$ cat src/rtl/stream_replicator_pkg.sv
// Shared types and helpers for stream_replicator: FSM state encoding, repeat-count
// clamp and the per-lane enable used to build the lane-replicated word.
package stream_replicator_pkg;

    typedef enum logic [0:0] {
        IDLE = 1'b0,
        EMIT = 1'b1
    } state_e;

    function automatic int unsigned rep_clamp(input int unsigned count, input int unsigned max);
        return (count > max) ? max : count;
    endfunction

    // Lane-mask generator: lane is populated when it lies below the clamped count.
    function automatic logic lane_on(input int unsigned lane, input int unsigned count);
        return lane < count;
    endfunction

endpackage

$ cat src/rtl/stream_replicator_if.sv
// Handshake bundle for stream_replicator: input word channel and serial output channel.
// A transfer happens on a rising edge where valid and ready are both high; the sender
// holds valid and its payload stable until that edge.
interface stream_replicator_if #(
    parameter int unsigned DW      = 8,
    parameter int unsigned MAX_REP = 16
);
    localparam int unsigned CW = $clog2(MAX_REP + 1);

    logic          in_valid;
    logic          in_ready;
    logic [DW-1:0] in_data;
    logic [CW-1:0] in_rep;
    logic          out_valid;
    logic          out_ready;
    logic [DW-1:0] out_data;
    logic [CW-1:0] out_idx;
    logic          out_last;

    modport master (
        output in_valid, in_data, in_rep, out_ready,
        input  in_ready, out_valid, out_data, out_idx, out_last
    );

    modport slave (
        input  in_valid, in_data, in_rep, out_ready,
        output in_ready, out_valid, out_data, out_idx, out_last
    );

endinterface

$ cat src/rtl/stream_replicator_lane_replicator.sv
// Combinational lane replicator: copies data into the lowest 'count' lanes of a
// DW*MAX_REP word and zeroes the rest (lane 0 least significant).
module lane_replicator
    import stream_replicator_pkg::*;
#(
    parameter int unsigned DW      = 8,
    parameter int unsigned MAX_REP = 16,
    localparam int unsigned CW     = $clog2(MAX_REP + 1)
) (
    input  logic [DW-1:0]         data,
    input  logic [CW-1:0]         count,
    output logic [DW*MAX_REP-1:0] repl
);

    for (genvar i = 0; i < int'(MAX_REP); i++) begin : g_lane
        assign repl[i*DW +: DW] = lane_on(unsigned'(i), 32'(count)) ? data : '0;
    end

endmodule

$ cat src/rtl/stream_replicator.sv
// Accepts a word plus repeat count, emits it serially count times and registers a
// lane-replicated image. Optional handshake counter under STREAM_REPLICATOR_CNT_EN.
module stream_replicator
    import stream_replicator_pkg::*;
#(
    parameter int unsigned DW      = 8,
    parameter int unsigned MAX_REP = 16,
    localparam int unsigned CW     = $clog2(MAX_REP + 1)
) (
    input  logic                   clk,
    input  logic                   rst,
    stream_replicator_if.slave     bus,
    output logic [DW*MAX_REP-1:0]  repl_word,
    output logic                   zero_drop,
`ifdef STREAM_REPLICATOR_CNT_EN
    output logic [31:0]            word_cnt,
`endif
    output state_e                 dbg_state
);

    state_e                 state_q, state_d;
    logic [DW-1:0]          data_q, data_d;
    logic [CW-1:0]          cnt_q, cnt_d;
    logic [CW-1:0]          idx_q, idx_d;
    logic                   last_q, last_d;
    logic                   valid_q, valid_d;
    logic                   zd_q, zd_d;
    logic [DW*MAX_REP-1:0]  repl_q, repl_d;
    logic [DW*MAX_REP-1:0]  lane_img;
    logic [CW-1:0]          rep_clamped;
    logic                   accept;
    logic                   out_fire;

    assign rep_clamped = CW'(rep_clamp(32'(bus.in_rep), MAX_REP));
    assign accept      = bus.in_valid && (state_q == IDLE);
    assign out_fire    = valid_q && bus.out_ready;

    lane_replicator #(
        .DW      (DW),
        .MAX_REP (MAX_REP)
    ) u_lane (
        .data  (bus.in_data),
        .count (rep_clamped),
        .repl  (lane_img)
    );

    always_comb begin
        state_d = state_q;
        data_d  = data_q;
        cnt_d   = cnt_q;
        idx_d   = idx_q;
        last_d  = last_q;
        valid_d = valid_q;
        repl_d  = repl_q;
        zd_d    = 1'b0;
        case (state_q)
            IDLE: begin
                if (accept) begin
                    if (rep_clamped == '0) begin
                        zd_d = 1'b1;
                    end else begin
                        state_d = EMIT;
                        data_d  = bus.in_data;
                        cnt_d   = rep_clamped;
                        idx_d   = '0;
                        last_d  = (rep_clamped == CW'(1));
                        valid_d = 1'b1;
                        repl_d  = lane_img;
                    end
                end
            end
            EMIT: begin
                if (out_fire) begin
                    if (last_q) begin
                        // Returning to IDLE forces the one-cycle bubble before the next accept.
                        state_d = IDLE;
                        valid_d = 1'b0;
                        last_d  = 1'b0;
                        idx_d   = '0;
                    end else begin
                        idx_d  = idx_q + CW'(1);
                        last_d = (idx_q + CW'(1)) == (cnt_q - CW'(1));
                    end
                end
            end
            default: state_d = IDLE;
        endcase
    end

    always_ff @(posedge clk or posedge rst) begin
        if (rst) begin
            state_q <= IDLE;
            data_q  <= '0;
            cnt_q   <= '0;
            idx_q   <= '0;
            last_q  <= 1'b0;
            valid_q <= 1'b0;
            zd_q    <= 1'b0;
            repl_q  <= '0;
        end else begin
            state_q <= state_d;
            data_q  <= data_d;
            cnt_q   <= cnt_d;
            idx_q   <= idx_d;
            last_q  <= last_d;
            valid_q <= valid_d;
            zd_q    <= zd_d;
            repl_q  <= repl_d;
        end
    end

`ifdef STREAM_REPLICATOR_CNT_EN
    logic [31:0] wc_q, wc_d;

    always_comb begin
        wc_d = wc_q;
        if (out_fire) wc_d = wc_q + 32'd1;
    end

    always_ff @(posedge clk or posedge rst) begin
        if (rst) wc_q <= '0;
        else     wc_q <= wc_d;
    end

    assign word_cnt = wc_q;
`endif

    assign bus.in_ready  = (state_q == IDLE);
    assign bus.out_valid = valid_q;
    assign bus.out_data  = data_q;
    assign bus.out_idx   = idx_q;
    assign bus.out_last  = last_q;
    assign repl_word     = repl_q;
    assign zero_drop     = zd_q;
    assign dbg_state     = state_q;

endmodule
$ cat src/flat_wrapper.sv
// flat-port wrapper written by rule: the top's interface ports become plain ports
module stream_replicator_flat import stream_replicator_pkg::*;
#(
    parameter int unsigned DW      = 8,
    parameter int unsigned MAX_REP = 16,
    localparam int unsigned CW     = $clog2(MAX_REP + 1)
)
  (clk, rst, repl_word, zero_drop, dbg_state, bus_in_valid, bus_in_data, bus_in_rep, bus_out_ready, bus_in_ready, bus_out_valid, bus_out_data, bus_out_idx, bus_out_last);
  stream_replicator_if #(.DW(DW), .MAX_REP(MAX_REP)) bus_i ();
  input  logic clk;
  input  logic rst;
  output logic [DW*MAX_REP-1:0] repl_word;
  output logic zero_drop;
  output state_e dbg_state;
  input wire logic [$bits(bus_i.in_valid)-1:0] bus_in_valid;
  input wire logic [$bits(bus_i.in_data)-1:0] bus_in_data;
  input wire logic [$bits(bus_i.in_rep)-1:0] bus_in_rep;
  input wire logic [$bits(bus_i.out_ready)-1:0] bus_out_ready;
  output wire logic [$bits(bus_i.in_ready)-1:0] bus_in_ready;
  output wire logic [$bits(bus_i.out_valid)-1:0] bus_out_valid;
  output wire logic [$bits(bus_i.out_data)-1:0] bus_out_data;
  output wire logic [$bits(bus_i.out_idx)-1:0] bus_out_idx;
  output wire logic [$bits(bus_i.out_last)-1:0] bus_out_last;
  assign bus_i.in_valid = bus_in_valid;
  assign bus_i.in_data = bus_in_data;
  assign bus_i.in_rep = bus_in_rep;
  assign bus_i.out_ready = bus_out_ready;
  assign bus_in_ready = bus_i.in_ready;
  assign bus_out_valid = bus_i.out_valid;
  assign bus_out_data = bus_i.out_data;
  assign bus_out_idx = bus_i.out_idx;
  assign bus_out_last = bus_i.out_last;
  stream_replicator #(.DW(DW), .MAX_REP(MAX_REP)) u_core (.clk(clk), .rst(rst), .bus(bus_i), .repl_word(repl_word), .zero_drop(zero_drop), .dbg_state(dbg_state));
endmodule
$ cat config.mk
export PLATFORM = sky130hd
export DESIGN_NAME = stream_replicator_flat
export DESIGN_NICKNAME = d
export VERILOG_FILES = /design/src/rtl/stream_replicator_pkg.sv /design/src/rtl/stream_replicator_if.sv /design/src/rtl/stream_replicator_lane_replicator.sv /design/src/rtl/stream_replicator.sv /design/src/flat_wrapper.sv
export SDC_FILE = /design/constraint.sdc
export NUM_CORES = 1
export LEC_CHECK = 0
export ABC_AREA = 1
export CAP_MARGIN = 15
export CORE_MARGIN = 2
export CORE_UTILIZATION = 45
export CTS_CLUSTER_SIZE = 24
export DETAILED_ROUTE_END_ITERATION = 8
export DONT_BUFFER_PORTS = 1
export HOLD_SLACK_MARGIN = 0.15
export PLACE_DENSITY = 0.65
export SLEW_MARGIN = 30
export SYNTH_ARGS = -nofsm -noshare
export SYNTH_HDL_FRONTEND = slang
export SYNTH_SLANG_ARGS = --single-unit
$ cat constraint.sdc
create_clock -name clk -period 9.7 [get_ports clk]
set_clock_uncertainty 0.05 [all_clocks]
set_input_delay 1.455 -clock clk [delete_from_list [all_inputs] [get_ports clk]]
set_output_delay 1.455 -clock clk [all_outputs]
set_load 0.01 [all_outputs]
==> results of run 1 <==
-- cell usage after synthesis --
| cell type | count | area share |
|---|---|---|
| nand2_4 | 8 | 0.015 |
| buf_8 | 1 | 0.0026 |
| ha_1 | 2 | 0.0043 |
| clkbuf_1 | 5 | 0.0032 |
| nand2_1 | 218 | 0.14 |
| inv_1 | 28 | 0.018 |
| dfrtp_1 | 150 | 0.64 |
| o21ai_1 | 49 | 0.042 |
| nor2_2 | 1 | 0.0011 |
| nor2_4 | 1 | 0.0019 |
| nand4_1 | 5 | 0.0053 |
| buf_2 | 14 | 0.012 |
| buf_4 | 7 | 0.0090 |
| o21ai_0 | 86 | 0.074 |
| nand2_2 | 2 | 0.0021 |
| o22ai_1 | 2 | 0.0021 |
| a21oi_1 | 2 | 0.0017 |
| a31oi_1 | 2 | 0.0021 |
| nor2_1 | 13 | 0.0083 |
| a21oi_2 | 1 | 0.0015 |
| nand3_1 | 11 | 0.0094 |
| inv_2 | 4 | 0.0026 |
-- through the flow --
stage / hold WS, ps / worst slack (ps)
after floorplan: 424.4 / 4159
after global placement: 463.7 / 6006
after detailed placement: 454.4 / 5921
after CTS: 469.5 / 6358
after global routing: 522.9 / 6149
final: 465.4 / 6411
-- kinds of logic (layout without fill, tap and decap cells) --
kind of cell | Yosys count | after routing | share of synthesized area
AND/OR/NAND/NOR | 259 | 259 | 0.1836
buffers and inverters | 59 | 65 | 0.04728
AO/OA/AOI/OAI | 142 | 142 | 0.1230
adder cells (fa/ha/maj) | 2 | 2 | 0.004278
flip-flops | 150 | 150 | 0.6418
-- worst min-delay path, delay by kind of cell (launching register included) --
| family | cells | cell delay (ps) |
|---|---|---|
| AND/OR/NAND/NOR | 1 | 50 |
| flip-flops | 1 | 370 |
| AO/OA/AOI/OAI | 1 | 60 |
-- per-layer routing --
metal | global-route usage | part of all wire | routed length (um) | vias to the layer above
li1 | - | - | - | 1967
met1 | 0.2913 | 0.41 | 6244 | 2178
met2 | 0.3485 | 0.47 | 7271 | 190
met3 | 0.09884 | 0.098 | 1508 | 22
met4 | 0.08057 | 0.019 | 290 | 0
met5 | 0 | 0 | 0 | -
-- final cells by class --
cell class                      instances  share of cell area
Clock buffer                           19             0.06789
Clock inverter                         12             0.02359
Inverter                               32             0.01918
Multi-Input combinational cell        403              0.2787
Sequential cell                       150              0.5754
Tap cell                              172             0.03299
Timing Repair Buffer                    2            0.002301
-- flip-flops by register name, indices dropped and copies added, names as in the netlist --
name / count
u_core.bus.out_last: 1
u_core.cnt_q: 5
u_core.zero_drop: 1
u_core.bus.out_valid: 1
u_core.repl_word: 128
u_core.dbg_state: 1
u_core.bus.out_idx: 5
u_core.bus.out_data: 8
-- power by group --
| group | internal (W) | switching, W | leakage, nW |
|---|---|---|---|
| clock network | 0.000410 | 0.000256 | 0.285 |
| registers | 0.000916 | 0.000378 | 1.91 |
| logic | 0.000166 | 0.000308 | 1.05 |
-- worst min path at each step --
stage                                start                endpoint  cells after the start
floorplan                  u_core.cnt_q[4]         u_core.cnt_q[4]                      2
global placement           u_core.cnt_q[4]         u_core.cnt_q[4]                      2
detailed placement         u_core.cnt_q[4]         u_core.cnt_q[4]                      2
CTS                        u_core.cnt_q[4]         u_core.cnt_q[4]                      2
global route        u_core.bus.out_data[3]  u_core.bus.out_data[3]                      2
finish                     u_core.cnt_q[4]         u_core.cnt_q[4]                      2
==> results.md, run 1 <==
- Status: finished clean
- Mapped Avg Cell Area: 9.556 um^2
- # hold bufs at CTS: 0
- Largest net degree at the start of global routing: 98
- Reg2Reg Setup Slack: a little over 7000 ps
- Tot GR Track Use: 0.2284
- Placer Congestion: approximately 0.8
- Post-CTS sizing: 0
- Synth Instances: 612
- Most frequent cells in the layout: 218 x nand2_1, 150 x dfrtp_1, 86 x o21ai_0
- Fillcell total: 1171
- Avg Vias per Cell: about 5.5
- Most frequent cell on the critical path: nand2_2
- Initial antenna violation count: 0
- Drt first pass iters: 5
- Final min period: 3289 ps
- Startpoint types: primary input
- CP peak stage delay: slightly below 800 ps
- Max Cap Viol: 0
- Worst slew pin tran: 903.2 ps
- Sink Count: 150
- HP Class: reg2reg
- Sum of buffers and inverters on the critical path: 2
- Final setup fails: 0
- Area occupied by multi-input gates: about 1800 um^2
- R2R depth: 7
- Area occupied by registers: 3754 um^2
- DRC errors left: 0
- Die area: ~14000 um^2
- Final Hold Viols: 0
- First-pass GRT wire length: 24340 um
- Clk buf depth: 2
- Port Buffers: 0
- Leak Pwr: 3.246 nW
- PnR Total Power: 0.002434 W
- Routed via count: 4357
- Clk_lat worst skew: 420 ps
- WL/cell: 19.38 um
- Critical path class: in2reg
- Data arrival time of the critical path: 3510 ps
- Core Util, Final: 0.5149
- Final period util: 0.3391
- TNS Setup: 0 ps
- Ys Warns: 0
- Syn nets: between 600 and 700
- Unrepaired setup endpoints after global routing: false
- Slew headroom: 0.3979
- Design area: 6524 um^2
- Grt total ovfl: 0
- Commonest non-fill, non-tap cell in the layout: nand2_1
- CP delay by family, top: buffers and inverters
- Slowest cell on the critical path: buf_4
- Num CTS Buffers: 17
- Layout cells sized above 1: 0.08091
- WP data required: 9920 ps
- Post-synth cell types: 22
- Area grow syn2layout: 11.55%
- Synthesized flop and latch total: 150
- Max FO, Critical Path: 97
- Die Span Y: 118 um
- Worst r2r dst: u_core.repl_word[31]
- Post-synthesis instance area: 5848 um^2
- Nets@finish: 625
- 1st-iter DRT viols: about 300
- Crit path launch: bus_in_rep[1]
- PwrDens: between 300 and 400 nW/um^2
- CTS clk-pin slew, worst paths: 60 ps
- Starting density of the core: 0.4615
- DP Wirelength: 10140 um
- Number of global-route vias before repair: between 4k and 5k
- Clk root buf: clkbuf_16
- CTS tree: built
- Post-CTS Setup Bufs: 0
- WP depth: 7
- CP Capture Type: flop
- Placed cells: about 760
- DP Area: 5927 um^2
- DIE WIDTH: 118 um
- Peak supply drop: 158.5 uV
- Worst reg2reg startpoint: u_core.dbg_state
- Total core area: 12670 um^2
- # IOs: 163
- Row count: 41
- Fmax: between 300 and 400 MHz
- Drt total wl: around 15000 um
- # diodes: 0
- Final ANT Viol Nets: 0
- Slew Limit Fails: 0
- Seq/Total Area, Yosys: 0.6418
- Fin cells: 790
- H-tree Lvls: 4
- Ordered list of cells on the worst path: inv_1 -> nand2_2 -> nor2_4 -> nand2_2 -> nand2_4 -> buf_4 -> o21ai_0
- End of the critical path: u_core.cnt_q[0]
No activity file was read; power rests on OpenSTA's default activity.
==> run 2, diff against run 1 <==
==> constraint.sdc (replaced) <==
create_clock -name clk -period 3.1 [get_ports clk]
set_clock_uncertainty 0.05 [all_clocks]
set_input_delay 0.465 -clock clk [delete_from_list [all_inputs] [get_ports clk]]
set_output_delay 0.465 -clock clk [all_outputs]
set_load 0.01 [all_outputs]
==> results.md, run 2 (synthesis results as in run 1) <==
- Critical path class: reg2reg (was in2reg)
- Row count: 41 (unchanged)
- Unrepaired setup endpoints after global routing: false (unchanged)
- Number of global-route vias before repair: 4355 (was 4314)
- Initial antenna violation count: 0 (unchanged)
- Final period util: 0.7064
- Startpoint types: flop (was primary input)
- Max FO, Critical Path: 153 (was 97)
- CTS tree: built (unchanged)
- Num CTS Buffers: 17 (unchanged)
- Leak Pwr: 3.274 nW (was 3.246 nW)
- Nets@finish: 631 (was 625)
- Design area: 6610 um^2 (was 6524 um^2)
- Tot GR Track Use: 0.2306 (was 0.2284)
- Post-CTS Setup Bufs: 0 (unchanged)
- DRC errors left: 0 (unchanged)
- # IOs: 163 (unchanged)
- Clk root buf: clkbuf_16 (unchanged)
- WP data required: 3390 ps (was 9920 ps)
- HP Class: in2reg (was reg2reg)
- Fmax: 456.7 MHz
- Data arrival time of the critical path: 2480 ps (was 3510 ps)
- Drt total wl: 15390 um (was 15310 um)
- Reg2Reg Setup Slack: 910 ps (was 7080 ps)
- Final Hold Viols: 0 (unchanged)
- Die Span Y: 118 um (unchanged)
- Peak supply drop: 481.5 uV (was 158.5 uV)
- DP Area: 5958 um^2 (was 5927 um^2)
- Avg Vias per Cell: 5.427 (was 5.515)
- Core Util, Final: 0.5217 (was 0.5149)
- Max FFs per register: 128 (unchanged)
- Total core area: 12670 um^2 (unchanged)
- Starting density of the core: 0.4615 (unchanged)
- Clk buf depth: 2 (unchanged)
- Port Buffers: 0 (unchanged)
- H-tree Lvls: 4 (unchanged)
- 1st-iter DRT viols: 390 (was 304)
- Layout cells sized above 1: 0.08333 (was 0.08091)
- Max Cap Viol: 0 (unchanged)
- Placer Congestion: 0.8054 (was 0.8247)
- Final setup fails: 0 (unchanged)
- Most frequent cells in the layout: 218 x nand2_1, 150 x dfrtp_1, 86 x o21ai_0 (unchanged)
- Status: finished clean (unchanged)
- CTS clk-pin slew, worst paths: 60 ps (about the same)
- DIE WIDTH: 118 um (unchanged)
- Slew headroom: 0.4393 (was 0.3979)
- # diodes: 0 (unchanged)
- Drt first pass iters: 5 (unchanged)
- Hold WS: 165.3 ps (was 465.4 ps)
- Die area: 13920 um^2 (unchanged)
- Sink Count: 150 (unchanged)
- TNS Setup: 0 ps (unchanged)
- CP Capture Type: flop (unchanged)
- Routed via count: 4320 (was 4357)
- Largest net degree at the start of global routing: 154 (was 98)
- WL/cell: 19.33 um (was 19.38 um)
- DP Wirelength: 9849 um (was 10140 um)
- Commonest non-fill, non-tap cell in the layout: nand2_1 (unchanged)
- Worst slew pin tran: 837.1 ps (was 903.2 ps)
- Final ANT Viol Nets: 0 (unchanged)
- Grt total ovfl: 0 (unchanged)
- Clk_lat worst skew: 420 ps (about the same)
- Slew Limit Fails: 0 (unchanged)
- First-pass GRT wire length: 24670 um (was 24340 um)
- PwrDens: 1156 nW/um^2 (was 373.0 nW/um^2)
- Area grow syn2layout: 13.03% (was 11.55%)
- Final min period: 2190 ps
## run 2: path summary, 6_finish.rpt
path,start,end,depth (start not counted)
max in group asynchronous,rst,u_core.bus.out_idx[0],3
min,bus_in_rep[4],u_core.repl_word[122],2
min in group asynchronous,rst,u_core.repl_word[72],3
max reg2reg,u_core.dbg_state,u_core.bus.out_last,9
min reg2reg,u_core.cnt_q[0],u_core.cnt_q[0],2
max,u_core.dbg_state,u_core.bus.out_last,9
## run 2: final cells by class
type | count | area, um^2
clock buffer | 17 | 425.4
clock inverter | 14 | 176.4
fill | 1146 | 6061
inverter | 32 | 123.9
multi-input combinational | 403 | 1818
sequential | 150 | 3754
tap | 172 | 215.2
timing repair buffer | 8 | 97.59
## run 2: layer usage
metal / vias to the layer above / wire length (um) / track usage
met3: 15 / 1363 / 0.08624
met4: 0 / 188 / 0.07756
met2: 162 / 7398 / 0.3674
met1: 2164 / 6435 / 0.2908
li1: 1979 / - / -
met5: - / 0 / 0
## run 2: worst max-delay path, cell delays in order, from the launching register on
cell and delay, ps:
dfrtp_1 410, inv_1 160, nand2_1 120, inv_1 70
nand2_4 80, buf_12 420, nand2_1 290, inv_1 190
nor2_1 60, a21oi_1 140
## run 2: per-stage QoR
step	setup slack (ps)	total power, W	instances
final	910.2	0.007640	796
after global placement	846.8	0.005469	760
after floorplan	696.0	0.005020	612
after CTS	973.1	0.007707	796
after detailed placement	736.6	0.005572	760
after global routing	764.9	0.008156	796
## run 2: timing repair
action / CTS / global route
hold endpoints to repair: 42 / 0
resized for setup: 0 / 0
hold buffers: 5 / 0
## run 2: power by group
part	internal, W	leakage, nW	total (W)	switching (W)
Sequential	0.00287	1.91	0.00405	0.00118
Combinational	0.000535	1.08	0.00150	0.000967
Clock	0.00127	0.284	0.00209	0.000822
Total	0.00467	3.27	0.00764	0.00297
